--- src/rtl/protobuf_pkg.sv ---
// Constants shared by the protobuf varint serializer/deserializer pair.
package protobuf_pkg;

  localparam int VARINT_MAX_BYTES = 10;

  localparam logic [7:0] ADDR_RD64   = 8'h00;
  localparam logic [7:0] ADDR_RD32   = 8'h01;
  localparam logic [7:0] ADDR_STATUS = 8'h10;

  typedef logic [1:0] w_state_t;
  localparam w_state_t W_IDLE = 2'd0;
  localparam w_state_t W_DATA = 2'd1;
  localparam w_state_t W_RESP = 2'd2;

  typedef logic r_state_t;
  localparam r_state_t R_IDLE = 1'b0;
  localparam r_state_t R_DATA = 1'b1;

endpackage

--- src/rtl/protobuf_result_fifo.sv ---
// Decoded-value FIFO; a push while full is taken only alongside a pop.
module protobuf_result_fifo #(
  parameter int DEPTH = 8,
  parameter int WIDTH = 64
) (
  input  logic                   clk,
  input  logic                   rst,
  input  logic                   push,
  input  logic [WIDTH-1:0]       data,
  input  logic                   pop,
  output logic [WIDTH-1:0]       head,
  output logic [$clog2(DEPTH):0] count,
  output logic                   full,
  output logic                   empty
);
  localparam int AW = $clog2(DEPTH);
  localparam int CW = AW + 1;

  logic [WIDTH-1:0] mem [DEPTH];
  logic [AW-1:0]    wr_ptr;
  logic [AW-1:0]    rd_ptr;
  logic             wr_en;
  logic             rd_en;

  assign full  = (count == CW'(DEPTH));
  assign empty = (count == '0);
  assign wr_en = push && (!full || pop);
  assign rd_en = pop && !empty;
  assign head  = mem[rd_ptr];

  always_ff @(posedge clk) begin
    if (wr_en) mem[wr_ptr] <= data;
  end

  always_ff @(posedge clk or posedge rst) begin
    if (rst) begin
      wr_ptr <= '0;
      rd_ptr <= '0;
      count  <= '0;
    end else begin
      if (wr_en) wr_ptr <= wr_ptr + AW'(1);
      if (rd_en) rd_ptr <= rd_ptr + AW'(1);
      count <= count + CW'(wr_en) - CW'(rd_en);
    end
  end

endmodule

--- src/rtl/protobuf_deserializer.sv ---
// AXI4 slave: varint wire bytes in on W, decoded integers out on R.
//   state  | meaning
//   W_IDLE | waiting for AW
//   W_DATA | consuming one wire byte per W beat
//   W_RESP | holding B until bready
//   R_IDLE | waiting for AR
//   R_DATA | presenting beats; FIFO beats wait for data
module protobuf_deserializer
  import protobuf_pkg::*;
#(
  parameter int DEPTH     = 8,
  parameter int MAX_BYTES = VARINT_MAX_BYTES
) (
  input  logic        clock_clk,
  input  logic        reset_reset,
  input  logic [3:0]  axs_s0_awid,
  input  logic [15:0] axs_s0_awaddr,
  input  logic [7:0]  axs_s0_awlen,
  input  logic [2:0]  axs_s0_awsize,
  input  logic [1:0]  axs_s0_awburst,
  input  logic        axs_s0_awvalid,
  output logic        axs_s0_awready,
  input  logic [31:0] axs_s0_wdata,
  input  logic [3:0]  axs_s0_wstrb,
  input  logic        axs_s0_wvalid,
  output logic        axs_s0_wready,
  output logic [3:0]  axs_s0_bid,
  output logic        axs_s0_bvalid,
  input  logic        axs_s0_bready,
  input  logic [3:0]  axs_s0_arid,
  input  logic [15:0] axs_s0_araddr,
  input  logic [7:0]  axs_s0_arlen,
  input  logic [2:0]  axs_s0_arsize,
  input  logic [1:0]  axs_s0_arburst,
  input  logic        axs_s0_arvalid,
  output logic        axs_s0_arready,
  output logic [3:0]  axs_s0_rid,
  output logic [31:0] axs_s0_rdata,
  output logic        axs_s0_rlast,
  output logic        axs_s0_rvalid,
  input  logic        axs_s0_rready
);
  localparam int IW = $clog2(MAX_BYTES + 1);
  localparam int CW = $clog2(DEPTH) + 1;

  logic          live;
  w_state_t      w_state;
  logic [8:0]    w_left;
  r_state_t      r_state;
  logic [7:0]    r_addr;
  logic [8:0]    r_left;
  logic          r_odd;
  logic          r_pop_beat;
  logic [63:0]   acc;
  logic [63:0]   acc_next;
  logic [IW-1:0] idx;
  logic [7:0]    shamt;
  logic          err;
  logic          err_set;
  logic          at_limit;
  logic          aw_hs, w_hs, ar_hs, byte_en;
  logic          fifo_push, fifo_pop, fifo_full, fifo_empty;
  logic [63:0]   fifo_head;
  logic [CW-1:0] fifo_count;
  logic [31:0]   beat_data;
  logic          beat_fifo, beat_pops, status_rd, beat_ready, beat_load;
  logic          unused_ok;

  assign unused_ok = ^{axs_s0_awaddr, axs_s0_awsize, axs_s0_awburst, axs_s0_arsize,
                       axs_s0_arburst, axs_s0_araddr[15:8], axs_s0_wdata[31:8],
                       axs_s0_wstrb[3:1]};

  assign axs_s0_awready = live && (w_state == W_IDLE);
  assign axs_s0_arready = live && (r_state == R_IDLE);
  assign axs_s0_bvalid  = (w_state == W_RESP);
  // Only a terminating byte needs a FIFO slot; a same-cycle pop frees one.
  assign axs_s0_wready  = (w_state == W_DATA) &&
                          !(fifo_full && !axs_s0_wdata[7] && !fifo_pop);

  assign aw_hs   = axs_s0_awvalid && axs_s0_awready;
  assign w_hs    = axs_s0_wvalid && axs_s0_wready;
  assign ar_hs   = axs_s0_arvalid && axs_s0_arready;
  assign byte_en = w_hs && axs_s0_wstrb[0];

  always_ff @(posedge clock_clk or posedge reset_reset) begin
    if (reset_reset) live <= 1'b0;
    else             live <= 1'b1;
  end

  always_ff @(posedge clock_clk or posedge reset_reset) begin
    if (reset_reset) begin
      w_state    <= W_IDLE;
      w_left     <= '0;
      axs_s0_bid <= '0;
    end else begin
      case (w_state)
        W_IDLE: if (aw_hs) begin
          axs_s0_bid <= axs_s0_awid;
          w_left     <= {1'b0, axs_s0_awlen} + 9'd1;
          w_state    <= W_DATA;
        end
        W_DATA: if (w_hs) begin
          w_left <= w_left - 9'd1;
          if (w_left == 9'd1) w_state <= W_RESP;
        end
        W_RESP: if (axs_s0_bready) w_state <= W_IDLE;
        default: w_state <= W_IDLE;
      endcase
    end
  end

  // Groups past bit 63 shift out, so 10-byte negatives land exactly.
  assign shamt     = 8'(idx) * 8'd7;
  assign acc_next  = acc | (64'(axs_s0_wdata[6:0]) << shamt);
  assign at_limit  = (idx == IW'(MAX_BYTES - 1));
  assign fifo_push = byte_en && !axs_s0_wdata[7];
  assign err_set   = byte_en && axs_s0_wdata[7] && at_limit;

  always_ff @(posedge clock_clk or posedge reset_reset) begin
    if (reset_reset) begin
      acc <= '0;
      idx <= '0;
      err <= 1'b0;
    end else begin
      if (byte_en) begin
        if (!axs_s0_wdata[7] || at_limit) begin
          acc <= '0;
          idx <= '0;
        end else begin
          acc <= acc_next;
          idx <= idx + IW'(1);
        end
      end
      err <= (err && !(beat_load && status_rd)) || err_set;
    end
  end

  protobuf_result_fifo #(.DEPTH(DEPTH), .WIDTH(64)) u_fifo (
    .clk   (clock_clk),
    .rst   (reset_reset),
    .push  (fifo_push),
    .data  (acc_next),
    .pop   (fifo_pop),
    .head  (fifo_head),
    .count (fifo_count),
    .full  (fifo_full),
    .empty (fifo_empty)
  );

  always_comb begin
    beat_data = '0;
    beat_fifo = 1'b0;
    beat_pops = 1'b0;
    status_rd = 1'b0;
    case (r_addr)
      ADDR_RD32: begin
        beat_data = fifo_head[31:0];
        beat_fifo = 1'b1;
        beat_pops = 1'b1;
      end
      ADDR_RD64: begin
        beat_data = r_odd ? fifo_head[63:32] : fifo_head[31:0];
        beat_fifo = 1'b1;
        beat_pops = r_odd;
      end
      ADDR_STATUS: begin
        beat_data = {err, 23'b0, 8'(fifo_count)};
        status_rd = 1'b1;
      end
      default: ;
    endcase
  end

  // rdata is registered at load so status beats hold still under backpressure.
  assign beat_ready = !beat_fifo || !fifo_empty;
  assign beat_load  = (r_state == R_DATA) && !axs_s0_rvalid && beat_ready;
  assign fifo_pop   = axs_s0_rvalid && axs_s0_rready && r_pop_beat;

  always_ff @(posedge clock_clk or posedge reset_reset) begin
    if (reset_reset) begin
      r_state       <= R_IDLE;
      r_addr        <= '0;
      r_left        <= '0;
      r_odd         <= 1'b0;
      r_pop_beat    <= 1'b0;
      axs_s0_rid    <= '0;
      axs_s0_rdata  <= '0;
      axs_s0_rlast  <= 1'b0;
      axs_s0_rvalid <= 1'b0;
    end else begin
      case (r_state)
        R_IDLE: if (ar_hs) begin
          axs_s0_rid <= axs_s0_arid;
          r_addr     <= axs_s0_araddr[7:0];
          r_left     <= {1'b0, axs_s0_arlen} + 9'd1;
          r_odd      <= 1'b0;
          r_state    <= R_DATA;
        end
        R_DATA: begin
          if (axs_s0_rvalid) begin
            if (axs_s0_rready) begin
              axs_s0_rvalid <= 1'b0;
              axs_s0_rlast  <= 1'b0;
              r_odd         <= ~r_odd;
              if (axs_s0_rlast) r_state <= R_IDLE;
            end
          end else if (beat_load) begin
            axs_s0_rvalid <= 1'b1;
            axs_s0_rdata  <= beat_data;
            axs_s0_rlast  <= (r_left == 9'd1);
            r_left        <= r_left - 9'd1;
            r_pop_beat    <= beat_pops;
          end
        end
      endcase
    end
  end

endmodule

--- config.mk ---
export PLATFORM = sky130hd
export DESIGN_NAME = protobuf_deserializer
export DESIGN_NICKNAME = d
export VERILOG_FILES = /design/src/rtl/protobuf_pkg.sv /design/src/rtl/protobuf_result_fifo.sv /design/src/rtl/protobuf_deserializer.sv
export SDC_FILE = /design/constraint.sdc
export NUM_CORES = 1
export LEC_CHECK = 0
export BUFFER_PORTS_ARGS = -buffer_cell sky130_fd_sc_hd__buf_2
export CAP_MARGIN = 20
export CORE_MARGIN = 2
export CORE_UTILIZATION = 55
export CTS_CLUSTER_SIZE = 24
export DETAILED_ROUTE_END_ITERATION = 6
export HOLD_SLACK_MARGIN = 0.02
export PLACE_DENSITY = 0.72
export SYNTH_ARGS = -nofsm -noshare
export SYNTH_HDL_FRONTEND = slang
export SYNTH_SLANG_ARGS = --single-unit
--- constraint.sdc ---
create_clock -name clock_clk -period 9.85 [get_ports clock_clk]
set_clock_uncertainty 0.1 [all_clocks]
set_input_delay 0.4925 -clock clock_clk [delete_from_list [all_inputs] [get_ports clock_clk]]
set_output_delay 0.4925 -clock clock_clk [all_outputs]
set_load 0.005 [all_outputs]
==> run_results.csv <==
group,metric,value,unit
timing,period_needed,3.90,ns
finish,diodes,0,
finish,fill_cells,3294,
placement,dpl.cell_count,2239,
setup_path,r2r_slack,5.95,ns
route,via_count,14565,
setup_path,critPathKind,"reg2reg",
setup_path,worstReg2RegEnd,"u_fifo.mem[7][45]$_DFFE_PP_",
floorplanning,dieArea,50600,um^2
synthesis,netlist_instances,1589,
timing,fin_setup_tns,0,ns
global_route,grt_max_degree,95,
clock_network,clockBufferDepth,3,
flow_run,cap_violations,0,
timing,rsz0062_at_grt,"no",
clock_network,cts_num_sinks,665,
clock_network,post_cts.repair.setup_buffers,0,
clock_network,clock_insertion_delay_worst_skew,0.62,ns
power,intPower,5.52,mW
global_route,gr-total-overflow,0,
timing,slew_viol_final,0,
synthesis,ys_warn_count,0,
clock_network,htree_num_levels,2,
clock_network,path_clk_slew,0.06,ns
power,p_switching,2.23,mW
finish,fin_nets,1834,
synthesis,syn_area_per_cell,16.9,um^2
finish,final_area,30100,um^2
placement,hpwlAfterDp,30300,um
power,peakVddDrop,0.275,mV
finish,area_delta_synth_final,12.2,%
worst_hold_path,worstHoldStart,"axs_s0_rready",
synthesis,synthArstFlopShare,23.0,%
worst_hold_path,hold_path_end,"axs_s0_rvalid$_DFFE_PP0P_",
global_route,grt_util_all_layers,23.3,%
setup_path,r2r-start,"w_state[1]$_DFFE_PP0P_",
power,power_frac_clock,29.4,%
power,power.density,257,nW/um^2
global_route,grt_antenna_before_repair,0,
global_route,grt_pass1_vias,14607,
placement,placed_cell_area,28000,um^2
global_route,grt_pass1_wl,87600,um
setup_path,end_kind,"flop",
power,p_seq_share,47.5,%
timing,slew_headroom,28.6,%
timing,hold_viol,0,
synthesis,syn_area,26800,um^2
power,switching_share,28.8,%
timing,period_share,39.6,%
route,drt.antenna.violating_nets,0,
setup_path,path_max_fanout,50,
clock_network,cts_tree,"yes",
route,detail_route.vias_per_cell,6.13,
floorplanning,start_util,56.0,%
synthesis,synth.net_count,1715,
timing,worst-slew-pin-transition,1.07,ns
finish,multiInputGateArea,7230,um^2
floorplanning,io_pins,155,
placement,place_congestion,0.813,
clock_network,ctsHoldBuffers,19,
floorplanning,fp.dieW,225,um
floorplanning,core_area,47900,um^2
setup_path,crit_required,9.99,ns
route,drt_first_pass_iters,5,
synthesis,synth_cell_types,68,
floorplanning,rows,80,
synthesis,synth_edf_count,512,
clock_network,numCtsBuffers,61,
setup_path,start_kind,"flop",
power,leakagePower,10.9,nW
setup_path,cp.arrival,4.04,ns
power,pwr-share-comb,23.1,%
synthesis,ys_seq_area_share,71.6,%
synthesis,ys_seq_elements,665,
finish,fin_cells,2375,
timing,fmax,257,MHz
finish,drive_above_1_share,22.4,%
route,drt_iter0_markers,1385,
floorplanning,die_h,225,um
route,drcViolationCount,0,
setup_path,reg2regPathDepth,7,
finish,regArea,19200,um^2
placement,io_buffers,93,
timing,setup_violations,0,
worst_hold_path,min_path_type,"in2reg",
synthesis,synth_ff_type,"edfxtp_1",
outcome,status,"finished, final reports clean",
route,wl_per_cell,24.1,um
route,wirelength,57300,um
worst_hold_path,whs_path_depth,3,
clock_network,cts_root_buf,"clkbuf_16",
clock_network,cts_resized,0,
==> how the worst max path moves through the flow <==
stage	slack, ns	to	depth (start not counted)	from
floorplan	1.28	u_fifo.mem[4][0]$_DFFE_PP_	5	w_state[1]$_DFFE_PP0P_
global placement	6.00	u_fifo.mem[7][44]$_DFFE_PP_	7	w_state[1]$_DFFE_PP0P_
detailed placement	5.97	u_fifo.mem[7][45]$_DFFE_PP_	7	w_state[1]$_DFFE_PP0P_
CTS	5.95	u_fifo.mem[7][51]$_DFFE_PP_	7	w_state[1]$_DFFE_PP0P_
global route	5.75	u_fifo.mem[7][51]$_DFFE_PP_	7	w_state[1]$_DFFE_PP0P_
finish	5.95	u_fifo.mem[7][45]$_DFFE_PP_	7	w_state[1]$_DFFE_PP0P_
==> placed cells by master, fill, tap and decap left out, drive strengths merged, types with 5 or more instances in the layout <==
master         n
mux4         128
nor4           8
nand2b         7
inv           19
a21o          67
nand4          6
nor2         124
xnor2         12
a21oi        109
nor3          14
o21ai         30
dlygate4sd3   19
a31oi          7
nor2b          9
nand2        111
buf          119
ha            16
a21boi        29
o221ai         5
mux2          34
mux2i         33
dfrtp        153
xor2           6
nand3         16
edfxtp       512
clkbuf        93
clkinv        17
==> layer usage <==
metal / up-vias / share of wire [%] / GRT usage [%] / routed length (um)
met3: 95 / 6.2 / 3.46 / 3560
met1: 7599 / 42 / 32.7 / 23800
li1: 6410 / - / - / -
met2: 461 / 50 / 38.6 / 28600
met5: - / 0 / 0 / 0
met4: 0 / 2.3 / 6.81 / 1330
==> power groups by stage <==
stage	Sequential [mW]	Combinational (mW)	Clock [mW]
final	3.68	1.79	2.28
after global routing	3.72	1.97	2.42
after CTS	3.68	1.81	2.32
after detailed placement	3.74	1.79	0
after global placement	3.72	1.75	0
after floorplan	3.60	1.40	0
==> cells in the mapped netlist, types with 13 or more instances <==
| cell | instances | area (um^2) |
|---|---|---|
| edfxtp_1 | 512 | 15400 |
| dfrtp_1 | 153 | 3830 |
| mux4_2 | 128 | 2880 |
| nor2_1 | 124 | 465 |
| nand2_1 | 110 | 413 |
| a21oi_1 | 108 | 541 |
| a21o_1 | 67 | 503 |
| mux2_2 | 34 | 383 |
| mux2i_1 | 33 | 330 |
| buf_2 | 32 | 160 |
| clkbuf_1 | 30 | 113 |
| o21ai_0 | 28 | 140 |
| a21boi_0 | 22 | 165 |
| inv_1 | 17 | 63.8 |
| ha_1 | 16 | 200 |
| nand3_1 | 16 | 80.1 |
| buf_1 | 13 | 48.8 |
==> sequential cells by signal, indices dropped and copies added, names as in the netlist, 4 cells and up <==
name and flops:
r_addr 8, acc 64, idx 4, u_fifo.mem 512, axs_s0_rdata 32, u_fifo.count 4, w_left 9, r_left 9
axs_s0_bid 4, axs_s0_rid 4
==> cells by family after synthesis <==
family                   count (synthesis)  synth area share [%]
flip-flops                             665                  71.6
AND/OR/NAND/NOR                        324                  5.60
AO/OA/AOI/OAI                          267                  6.30
multiplexers                           195                  13.4
buffers and inverters                  102                  1.70
XOR/XNOR                                18                 0.588
adder cells (fa/ha/maj)                 17                 0.821
other                                    1                0.0140
==> area by class of cell <==
| cell class | instances | area share, % |
|---|---|---|
| Clock inverter | 24 | 0.698 |
| Multi-Input combinational cell | 822 | 24.0 |
| Timing Repair Buffer | 140 | 2.91 |
| Tap cell | 615 | 2.56 |
| Inverter | 18 | 0.241 |
| Clock buffer | 91 | 5.75 |
| Sequential cell | 665 | 63.8 |
==> worst max-delay path: stages (launching register included) <==
cell and delay [ns]:
dfrtp_1 0.41, and2b_1 0.47, nand3_1 0.16, or3_1 0.53, inv_2 0.16, nand2_1 0.17, nor2_4 0.57, buf_4 0.87
==> metrics by stage <==
step / hold slack (ns) / utilization (%) / power (mW) / setup slack [ns]
floorplan: 0.346 / - / 5.01 / 1.28
global placement: 0.357 / 58.3 / 5.47 / 6.00
detailed placement: 0.357 / 58.3 / 5.53 / 5.97
CTS: 0.0780 / 62.8 / 7.81 / 5.95
global route: 0.106 / 62.8 / 8.12 / 5.75
finish: 0.109 / 62.8 / 7.75 / 5.95
(Power assumes the default switching activity.)
